<file path="src/rtl/event_encoder_pkg.sv">
`default_nettype none
// +----------------------------------------------------------------------+
// | Package : enc_pkg                                                    |
// | Shared state encoding, default width and index-width helper.         |
// | Rev     : 1.0                                                        |
// +----------------------------------------------------------------------+
package enc_pkg;

    localparam int c_default_width = 8;

    typedef enum logic [0:0] {
        IDLE  = 1'b0,
        DRAIN = 1'b1
    } state_t;

    function automatic int enc_code_w(input int width);
        return $clog2(width);
    endfunction

endpackage
`default_nettype wire

</file>
<file path="src/rtl/event_encoder_if.sv">
`default_nettype none
// +----------------------------------------------------------------------+
// | Interface : event_encoder_if                                         |
// | Input vector and output code handshakes of the event encoder.        |
// | Rev       : 1.0                                                      |
// +----------------------------------------------------------------------+
interface event_encoder_if
    import enc_pkg::*;
#(
    parameter int WIDTH = c_default_width
);
    localparam int CODE_W = enc_code_w(WIDTH);

    logic              in_valid;
    logic              in_ready;
    logic [WIDTH-1:0]  in_bits;
    logic              out_valid;
    logic              out_ready;
    logic [CODE_W-1:0] out_code;
    logic              out_last;
    logic              busy;

    modport master (
        output in_valid, in_bits, out_ready,
        input  in_ready, out_valid, out_code, out_last, busy
    );

    modport slave (
        input  in_valid, in_bits, out_ready,
        output in_ready, out_valid, out_code, out_last, busy
    );

endinterface
`default_nettype wire

</file>
<file path="src/rtl/event_encoder_prio_enc.sv">
`default_nettype none
// +----------------------------------------------------------------------+
// | Module : prio_enc                                                    |
// | Combinational priority encoder; lowest set bit wins by default,      |
// | highest set bit wins when ENC_MSB_FIRST_EN is defined.               |
// | Rev    : 1.0                                                         |
// +----------------------------------------------------------------------+
module prio_enc
    import enc_pkg::*;
#(
    parameter int WIDTH = c_default_width,
    localparam int CODE_W = enc_code_w(WIDTH)
) (
    input  logic [WIDTH-1:0]  vec,
    output logic [CODE_W-1:0] idx,
    output logic              any
);

    // Later loop iterations overwrite earlier ones, so scan order sets priority.
    always_comb begin
        idx = '0;
`ifdef ENC_MSB_FIRST_EN
        for (int i = 0; i < WIDTH; i++) begin
            if (vec[i]) idx = CODE_W'(i);
        end
`else
        for (int i = WIDTH - 1; i >= 0; i--) begin
            if (vec[i]) idx = CODE_W'(i);
        end
`endif
        any = |vec;
    end

endmodule
`default_nettype wire

</file>
<file path="src/rtl/event_encoder.sv">
`default_nettype none
// +----------------------------------------------------------------------+
// | Module : event_encoder                                               |
// | Drains a multi-hot event vector as one binary index per transfer.    |
// | Drain order set by ENC_MSB_FIRST_EN (undefined: lowest bit first).   |
// | Rev    : 1.0                                                         |
// +----------------------------------------------------------------------+
module event_encoder
    import enc_pkg::*;
#(
    parameter int WIDTH = c_default_width
) (
    input  wire logic      clk,
    input  wire logic      rst,
    event_encoder_if.slave bus
);

    localparam int CODE_W = enc_code_w(WIDTH);

    state_t            r_state;
    state_t            w_state_nxt;
    logic [WIDTH-1:0]  r_pending;
    logic [WIDTH-1:0]  w_pending_nxt;
    logic [CODE_W-1:0] w_idx;
    logic              w_any;
    logic              w_last;
    logic              w_drain;
    logic              w_in_ready;
    logic [WIDTH-1:0]  w_bit;

    prio_enc #(
        .WIDTH (WIDTH)
    ) u_prio_enc (
        .vec (r_pending),
        .idx (w_idx),
        .any (w_any)
    );

    assign w_drain    = (r_state == DRAIN);
    assign w_last     = ((r_pending & (r_pending - WIDTH'(1))) == '0);
    assign w_bit      = WIDTH'(1) << w_idx;
    // Accepting on the final transfer lets vectors follow with no bubble.
    assign w_in_ready = !rst && (!w_drain || (bus.out_ready && w_last));

    always_ff @(posedge clk) begin
        if (rst) begin
            r_state   <= IDLE;
            r_pending <= '0;
        end else begin
            r_state   <= w_state_nxt;
            r_pending <= w_pending_nxt;
        end
    end

    always_comb begin
        w_state_nxt   = r_state;
        w_pending_nxt = r_pending;
        case (r_state)
            IDLE: begin
                if (bus.in_valid && w_in_ready && (|bus.in_bits)) begin
                    w_pending_nxt = bus.in_bits;
                    w_state_nxt   = DRAIN;
                end
            end
            DRAIN: begin
                if (bus.out_ready) begin
                    w_pending_nxt = r_pending & ~w_bit;
                    if (w_last) begin
                        if (bus.in_valid && (|bus.in_bits)) begin
                            w_pending_nxt = bus.in_bits;
                        end else begin
                            w_state_nxt = IDLE;
                        end
                    end
                end
            end
            default: begin
                w_state_nxt   = IDLE;
                w_pending_nxt = '0;
            end
        endcase
    end

    assign bus.in_ready  = w_in_ready;
    assign bus.out_valid = w_drain && w_any;
    assign bus.busy      = w_drain;
    assign bus.out_code  = w_drain ? w_idx : '0;
    assign bus.out_last  = w_drain && w_last;

endmodule
`default_nettype wire

</file>
<file path="src/flat_wrapper.sv">
// flat-port wrapper written by rule: the top's interface ports become plain ports
module event_encoder_flat import enc_pkg::*;
#(
    parameter int WIDTH = c_default_width
)
  (clk, rst, bus_in_valid, bus_in_bits, bus_out_ready, bus_in_ready, bus_out_valid, bus_out_code, bus_out_last, bus_busy);
  event_encoder_if #(.WIDTH(WIDTH)) bus_i ();
  input  wire logic clk;
  input  wire logic rst;
  input wire logic [$bits(bus_i.in_valid)-1:0] bus_in_valid;
  input wire logic [$bits(bus_i.in_bits)-1:0] bus_in_bits;
  input wire logic [$bits(bus_i.out_ready)-1:0] bus_out_ready;
  output wire logic [$bits(bus_i.in_ready)-1:0] bus_in_ready;
  output wire logic [$bits(bus_i.out_valid)-1:0] bus_out_valid;
  output wire logic [$bits(bus_i.out_code)-1:0] bus_out_code;
  output wire logic [$bits(bus_i.out_last)-1:0] bus_out_last;
  output wire logic [$bits(bus_i.busy)-1:0] bus_busy;
  assign bus_i.in_valid = bus_in_valid;
  assign bus_i.in_bits = bus_in_bits;
  assign bus_i.out_ready = bus_out_ready;
  assign bus_in_ready = bus_i.in_ready;
  assign bus_out_valid = bus_i.out_valid;
  assign bus_out_code = bus_i.out_code;
  assign bus_out_last = bus_i.out_last;
  assign bus_busy = bus_i.busy;
  event_encoder #(.WIDTH(WIDTH)) u_core (.clk(clk), .rst(rst), .bus(bus_i));
endmodule
</file>
<file path="config.mk">
export PLATFORM = sky130hd
export DESIGN_NAME = event_encoder_flat
export DESIGN_NICKNAME = d
export VERILOG_FILES = /design/src/rtl/event_encoder_pkg.sv /design/src/rtl/event_encoder_if.sv /design/src/rtl/event_encoder_prio_enc.sv /design/src/rtl/event_encoder.sv /design/src/flat_wrapper.sv
export SDC_FILE = /design/constraint.sdc
export NUM_CORES = 1
export LEC_CHECK = 0
export CAP_MARGIN = 15
export CORE_AREA = 2 2 44 46
export DETAILED_ROUTE_END_ITERATION = 10
export DIE_AREA = 0 0 46 48
export HOLD_SLACK_MARGIN = 0.15
export PLACE_DENSITY = 0.71
export SETUP_SLACK_MARGIN = 0.2
export SYNTH_ARGS = -nofsm -noshare
export SYNTH_HDL_FRONTEND = slang
export SYNTH_SLANG_ARGS = --single-unit
</file>
<file path="constraint.sdc">
create_clock -name clk -period 2.6 [get_ports clk]
set_clock_uncertainty 0.05 [all_clocks]
set_input_delay 0.52 -clock clk [delete_from_list [all_inputs] [get_ports clk]]
set_output_delay 0.52 -clock clk [all_outputs]
set_load 0.01 [all_outputs]
</file>
==> results of run 1 <==
-- sequential cells by signal (all words and copies together) (netlist names) --
signal	cells
u_core.bus.busy	1
u_core.r_pending	8
-- report_power, final --
part           leakage [nW]  switching (mW)  internal (mW)
sequential           0.0750          0.0137          0.147
clock                0.0150          0.0549         0.0595
combinational         0.293          0.0845         0.0837
-- area by class of cell --
type	instances	area, um2
Tap cell	17	21.3
Inverter	6	22.5
Multi-Input combinational cell	68	513
Clock buffer	4	26.3
Fill cell	164	657
Sequential cell	9	184
Timing Repair Buffer	30	265
-- timing repair --
action,CTS,global route
endpoints found under the hold margin,0,0
pin swaps,2,0
endpoints found under the setup margin,5,5
setup buffers,1,0
gates resized for setup,9,8
-- kinds of logic (layout without fill, tap and decap cells) --
kind of cell / count (synthesis) / count (layout) / synth area share
buf+inv: 14 / 40 / 0.0986
compound gates: 40 / 40 / 0.426
flops: 9 / 9 / 0.249
simple gates: 28 / 28 / 0.227
-- critical path, stage by stage, from the launching register on --
cell and delay (ns):
dfxtp_2 0.36, or4_4 0.52, nor3_4 0.14, o21a_1 0.18, a21oi_2 0.07, nor2_1 0.09
clkdlybuf4s15_1 0.24
-- layout by cell type, fill, tap and decap left out, types with 3 or more instances in the layout --
cell type,netlist,routed
clkdlybuf4s50_1,0,13
buf_4,2,12
a21oi_1,9,8
o21ai_0,7,7
nor2_1,6,6
inv_1,6,6
dfxtp_1,9,6
nor3_1,5,4
nand3_1,4,4
o2111ai_1,4,4
o21a_1,3,3
o211ai_1,3,3
nand4_1,3,3
clkbuf_4,0,3
dfxtp_2,0,3
-- worst paths after layout --
| check | startpoint | endpoint | slack, ns | cells past startpoint |
|---|---|---|---|---|
| worst min-delay path | u_core.r_pending[2] | u_core.r_pending[2] | 0.49 | 2 |
| worst max-delay path | u_core.r_pending[2] | bus_in_ready | 0.17 | 6 |
| worst max register to register | u_core.r_pending[1] | u_core.r_pending[6] | 0.68 | 7 |
| worst min register to register | u_core.r_pending[2] | u_core.r_pending[2] | 0.49 | 2 |
-- metal layers --
| metal | global-route usage | wire length (um) | up-vias |
|---|---|---|---|
| met5 | 0 | 0 | - |
| met4 | 0.160 | 46 | 0 |
| met3 | 0.0566 | 168 | 5 |
| met2 | 0.367 | 1080 | 34 |
| met1 | 0.279 | 918 | 380 |
| li1 | - | - | 411 |
-- through the flow --
| stage | std cells | setup slack, ns | power, mW |
|---|---|---|---|
| 4_1_cts | 134 | 0.155 | 0.434 |
| 5_1_grt | 134 | 0.0887 | 0.462 |
| 3_3_place_gp | 129 | 0.114 | 0.319 |
| 6_report | 134 | 0.174 | 0.443 |
| 2_1_floorplan | 91 | 0.465 | 0.251 |
| 3_5_place_dp | 129 | 0.0902 | 0.321 |
-- Yosys cell counts --
cell type,number
o21a_1,3
and3_1,1
o211ai_1,3
nand4_1,3
nor3_1,5
o2111ai_1,4
o311a_1,1
nor4_1,4
buf_2,2
o21ai_2,1
nor3_4,1
a221oi_2,2
nand2b_1,1
or4_4,1
o21ai_0,7
buf_4,2
a21oi_2,1
buf_6,1
and2_1,2
o2111a_4,1
o31ai_1,2
a22o_1,1
o41ai_2,1
clkbuf_1,2
nor2_1,6
a211oi_1,1
o21ai_1,1
a21oi_1,9
inv_1,6
a2111oi_0,1
nand3_1,4
clkbuf_2,1
dfxtp_1,9
o41ai_1,1
==> reports/metrics.cfg, run 1 <==
[floorplan]
die_w_um=46
die_area_um2=2210
initial_utilization=0.428
placement_rows=15
fp.dieH_um=48
core_area_um2=1690
io-pin-count=19

[grt]
grt_first_pass_wirelength_um=3510
antenna_violations_before_repair=0
grt_max_degree=11
first_global_vias=799
global_route.overflow_total=0
grtUsageTotal=0.233

[routing]
route.detailed.vias_per_inst=6.19
antenna_violating_nets_post_route=0
route.vias.total=830
drt_wirelength_um=2210
1st_iter_drt_viols=21
wl_per_cell_um=16.5
drc_errors=0
drt-pass1-iter-count=4

[synthesis]
synth_top_cells_by_area=dfxtp_1 25%, a21oi_1 6.2%, o2111ai_1 4.8%
syn-num-nets=103
share_of_the_yosys_chip_area_belonging_to_registers=0.249
syn-instance-count=91
mappedNetlistArea_um2=723
yosys.area.top_type_share=0.249
netlist-cell-type-count=34
number_of_synthesized_register_bits=9
syn_area_per_cell_um2=7.95
yosysWarningCount=0
synth_largest_area_cell=dfxtp_1

[power_and_ir_drop]
ir_worst_vdd_v=0.000242
power.static_leakage_nw=0.383
power.density_cell_area_nw_per_um2=429

[layout]
antenna_cells_inserted=0
area_growth_synth_to_finish_pct=42.7
final_design_area_no_fill_um2=1030
fin_nets=130
layout-drive-gt1-share=0.282
postLayoutCoreUtil=0.611

[placement]
place.gp.congestion=0.866
place_area_um2=965
port-buffer-count=18
dpl.hpwl_um=1650

[clock_network]
tritoncts=yes
cts.path.max_buffers=2
numClockSinks=9
cts.reportedPaths.clkPinSlew_ns=0.06
ctsRootBufferMaster=clkbuf_4
h-tree-depth=1
worstSkewPairLatency_ns=0.27
cts_hold_buf=0
tritoncts_buffer_count=3

[sta]
final_report_hold_violation_count=0
period_needed_ns=2.43
clock.fmax_mhz=412
timing_worst_slew_pin_value_ns=0.523
timing.final.crit_share=0.933
relative_slew_slack=0.651
fin_setup_tns_ns=0
grt_setup_unrepaired=yes
setup-violations-final=0
final.hold.worst_slack_ns=0.489
slew_violations=0

[critical_path]
worst-endpoint-required_ns=2.03
path_class=reg -> out
critPathLaunchType=register
worst-path-max-fanout=8
endpoint_kind=output pin
timing.critical_path.arrival_ns=1.86

[run]
maxCapViolations=0

[outcome]
run_status=completed

[min_path]
type_of_the_most_critical_hold_path=reg -> reg

No activity file was read; power rests on OpenSTA's default activity.
==> run 2: changes to the inputs <==
CORE_AREA = 2 2 43 45   (was 2 2 44 46)
DIE_AREA = 0 0 45 47   (was 0 0 46 48)
PLACE_DENSITY = 0.74   (was 0.71)
SKIP_CTS_REPAIR_TIMING = 1   (was not set)
==> run 2 against run 1 <==
- flip-flop and latch count unchanged
- maximum frequency shrank 0.55%
- cell area grew 3.6%
- cell count shrank 1.5%
- non-clock buffer count fell by 2
- sequential power is essentially flat
- combinational power rose by 6%
- core utilization grew 3.7 points
- critical path type unchanged
- critical endpoint unchanged
==> reports/metrics.cfg, run 2 (same netlist as run 1, synthesis figures left out) <==
[routing]
drt_wirelength_um=2290
drt-pass1-iter-count=4
antenna_violating_nets_post_route=0
1st_iter_drt_viols=31
drc_errors=0
route.detailed.vias_per_inst=6.64
route.vias.total=876
wl_per_cell_um=17.3

[layout]
most_common_cell_after_layout_fill_and_taps_aside=clkdlybuf4s50_1
antenna_cells_inserted=0
fin_nets=128
area_growth_synth_to_finish_pct=47.9
largest_register_ffs=8
final_design_area_no_fill_um2=1070
max_flop_register=u_core.r_pending
mostFrequentLayoutCells=14 x clkdlybuf4s50_1, 10 x buf_4, 9 x a21oi_1, 7 x o21ai_0
layout-drive-gt1-share=0.278
postLayoutCoreUtil=0.648

[critical_path]
worst-endpoint-required_ns=2.03
timing.critical_path.from=u_core.r_pending[1]
worst-path-max-fanout=7
path_class=reg -> out
timing.critical_path.arrival_ns=1.87
startpoint_of_the_most_critical_register_to_register_path=u_core.r_pending[1]
critPathLaunchType=register
endpoint_kind=output pin

[sta]
setup-violations-final=0
period_needed_ns=2.44
timing_worst_slew_pin_value_ns=0.674
final_report_hold_violation_count=0
relative_slew_slack=0.550
slew_violations=0
grt_setup_unrepaired=yes
fin_setup_tns_ns=0
clock.fmax_mhz=410
timing.final.crit_share=0.938

[grt]
first_global_vias=794
antenna_violations_before_repair=0
grt_first_pass_wirelength_um=3480
grtUsageTotal=0.233
grt_max_degree=11
global_route.overflow_total=0

[placement]
place_area_um2=950
dpl.hpwl_um=1640
port-buffer-count=18
place.gp.congestion=0.942

[floorplan]
io-pin-count=19
fp.dieH_um=47
placement_rows=15
core_area_um2=1650
die_w_um=45
initial_utilization=0.438
die_area_um2=2120

[power_and_ir_drop]
power.density_cell_area_nw_per_um2=425
power.static_leakage_nw=0.423
ir_worst_vdd_v=0.000354

[outcome]
run_status=completed

[clock_network]
ctsRootBufferMaster=clkbuf_4
tritoncts_buffer_count=3
cts.reportedPaths.clkPinSlew_ns=0.06
h-tree-depth=1
cts.path.max_buffers=2
worstSkewPairLatency_ns=0.27
tritoncts=yes
numClockSinks=9

[min_path]
timing.hold.worst.start=u_core.r_pending[2]
type_of_the_most_critical_hold_path=reg -> reg

[run]
maxCapViolations=0

run 2: cell count changes in the layout (fill, tap and decap cells not counted), sizes merged:
cell | before | now
dlymetal6s2s | 1 | 4
clkdlybuf4s50 | 13 | 14
dlygate4sd2 | 2 | 0
clkdlybuf4s15 | 1 | 0
clkbuf | 5 | 4
buf | 12 | 10
run 2: final cells by class:
cell class	instances	area, um2
sequential	9	185
inverter	6	22.5
timing repair buffer	28	265
fill	144	582
clock buffer	4	26.3
multi-input combinational	68	549
tap	17	21.3
run 2: routing by layer:
layer  vias to the layer above  routed length (um)  global-route usage  share of wire
li1                        409                   -                   -              -
met1                       418                 922               0.269           0.40
met2                        42                1150               0.406           0.50
met3                         7                 154              0.0462          0.067
met4                         0                  60               0.124          0.026
met5                         -                   0                   0              0
run 2: path summary, 6_finish.rpt:
check        slack [ns]  cells after the start                   to
max                0.16                      7         bus_in_ready
min                0.50                      2  u_core.r_pending[2]
max reg2reg        0.64                      6  u_core.r_pending[1]
min reg2reg        0.50                      2  u_core.r_pending[2]
run 2: through the flow:
| step | hold slack [ns] | setup WS (ns) | power (mW) | cells |
|---|---|---|---|---|
| after floorplan | 0.456 | 0.465 | 0.251 | 91 |
| after global placement | 0.486 | -0.00955 | 0.318 | 127 |
| after detailed placement | 0.488 | -0.0469 | 0.319 | 127 |
| after CTS | 0.499 | -0.231 | 0.430 | 131 |
| after global routing | 0.529 | 0.0119 | 0.478 | 132 |
| final | 0.505 | 0.160 | 0.455 | 132 |
run 2: power by group:
part / switching [mW] / total [mW] / internal [mW]
Clock: 0.0536 / 0.113 / 0.0594
Combinational: 0.0903 / 0.178 / 0.0880
Sequential: 0.0163 / 0.163 / 0.147
run 2: critical path, cell delays in order (launching register included):
cell and delay [ns]:
dfxtp_1 0.40, buf_4 0.18, a211oi_1 0.06, o311a_1 0.40, o21a_1 0.15, a21oi_1 0.19
nor2_1 0.05, dlymetal6s2s_1 0.17
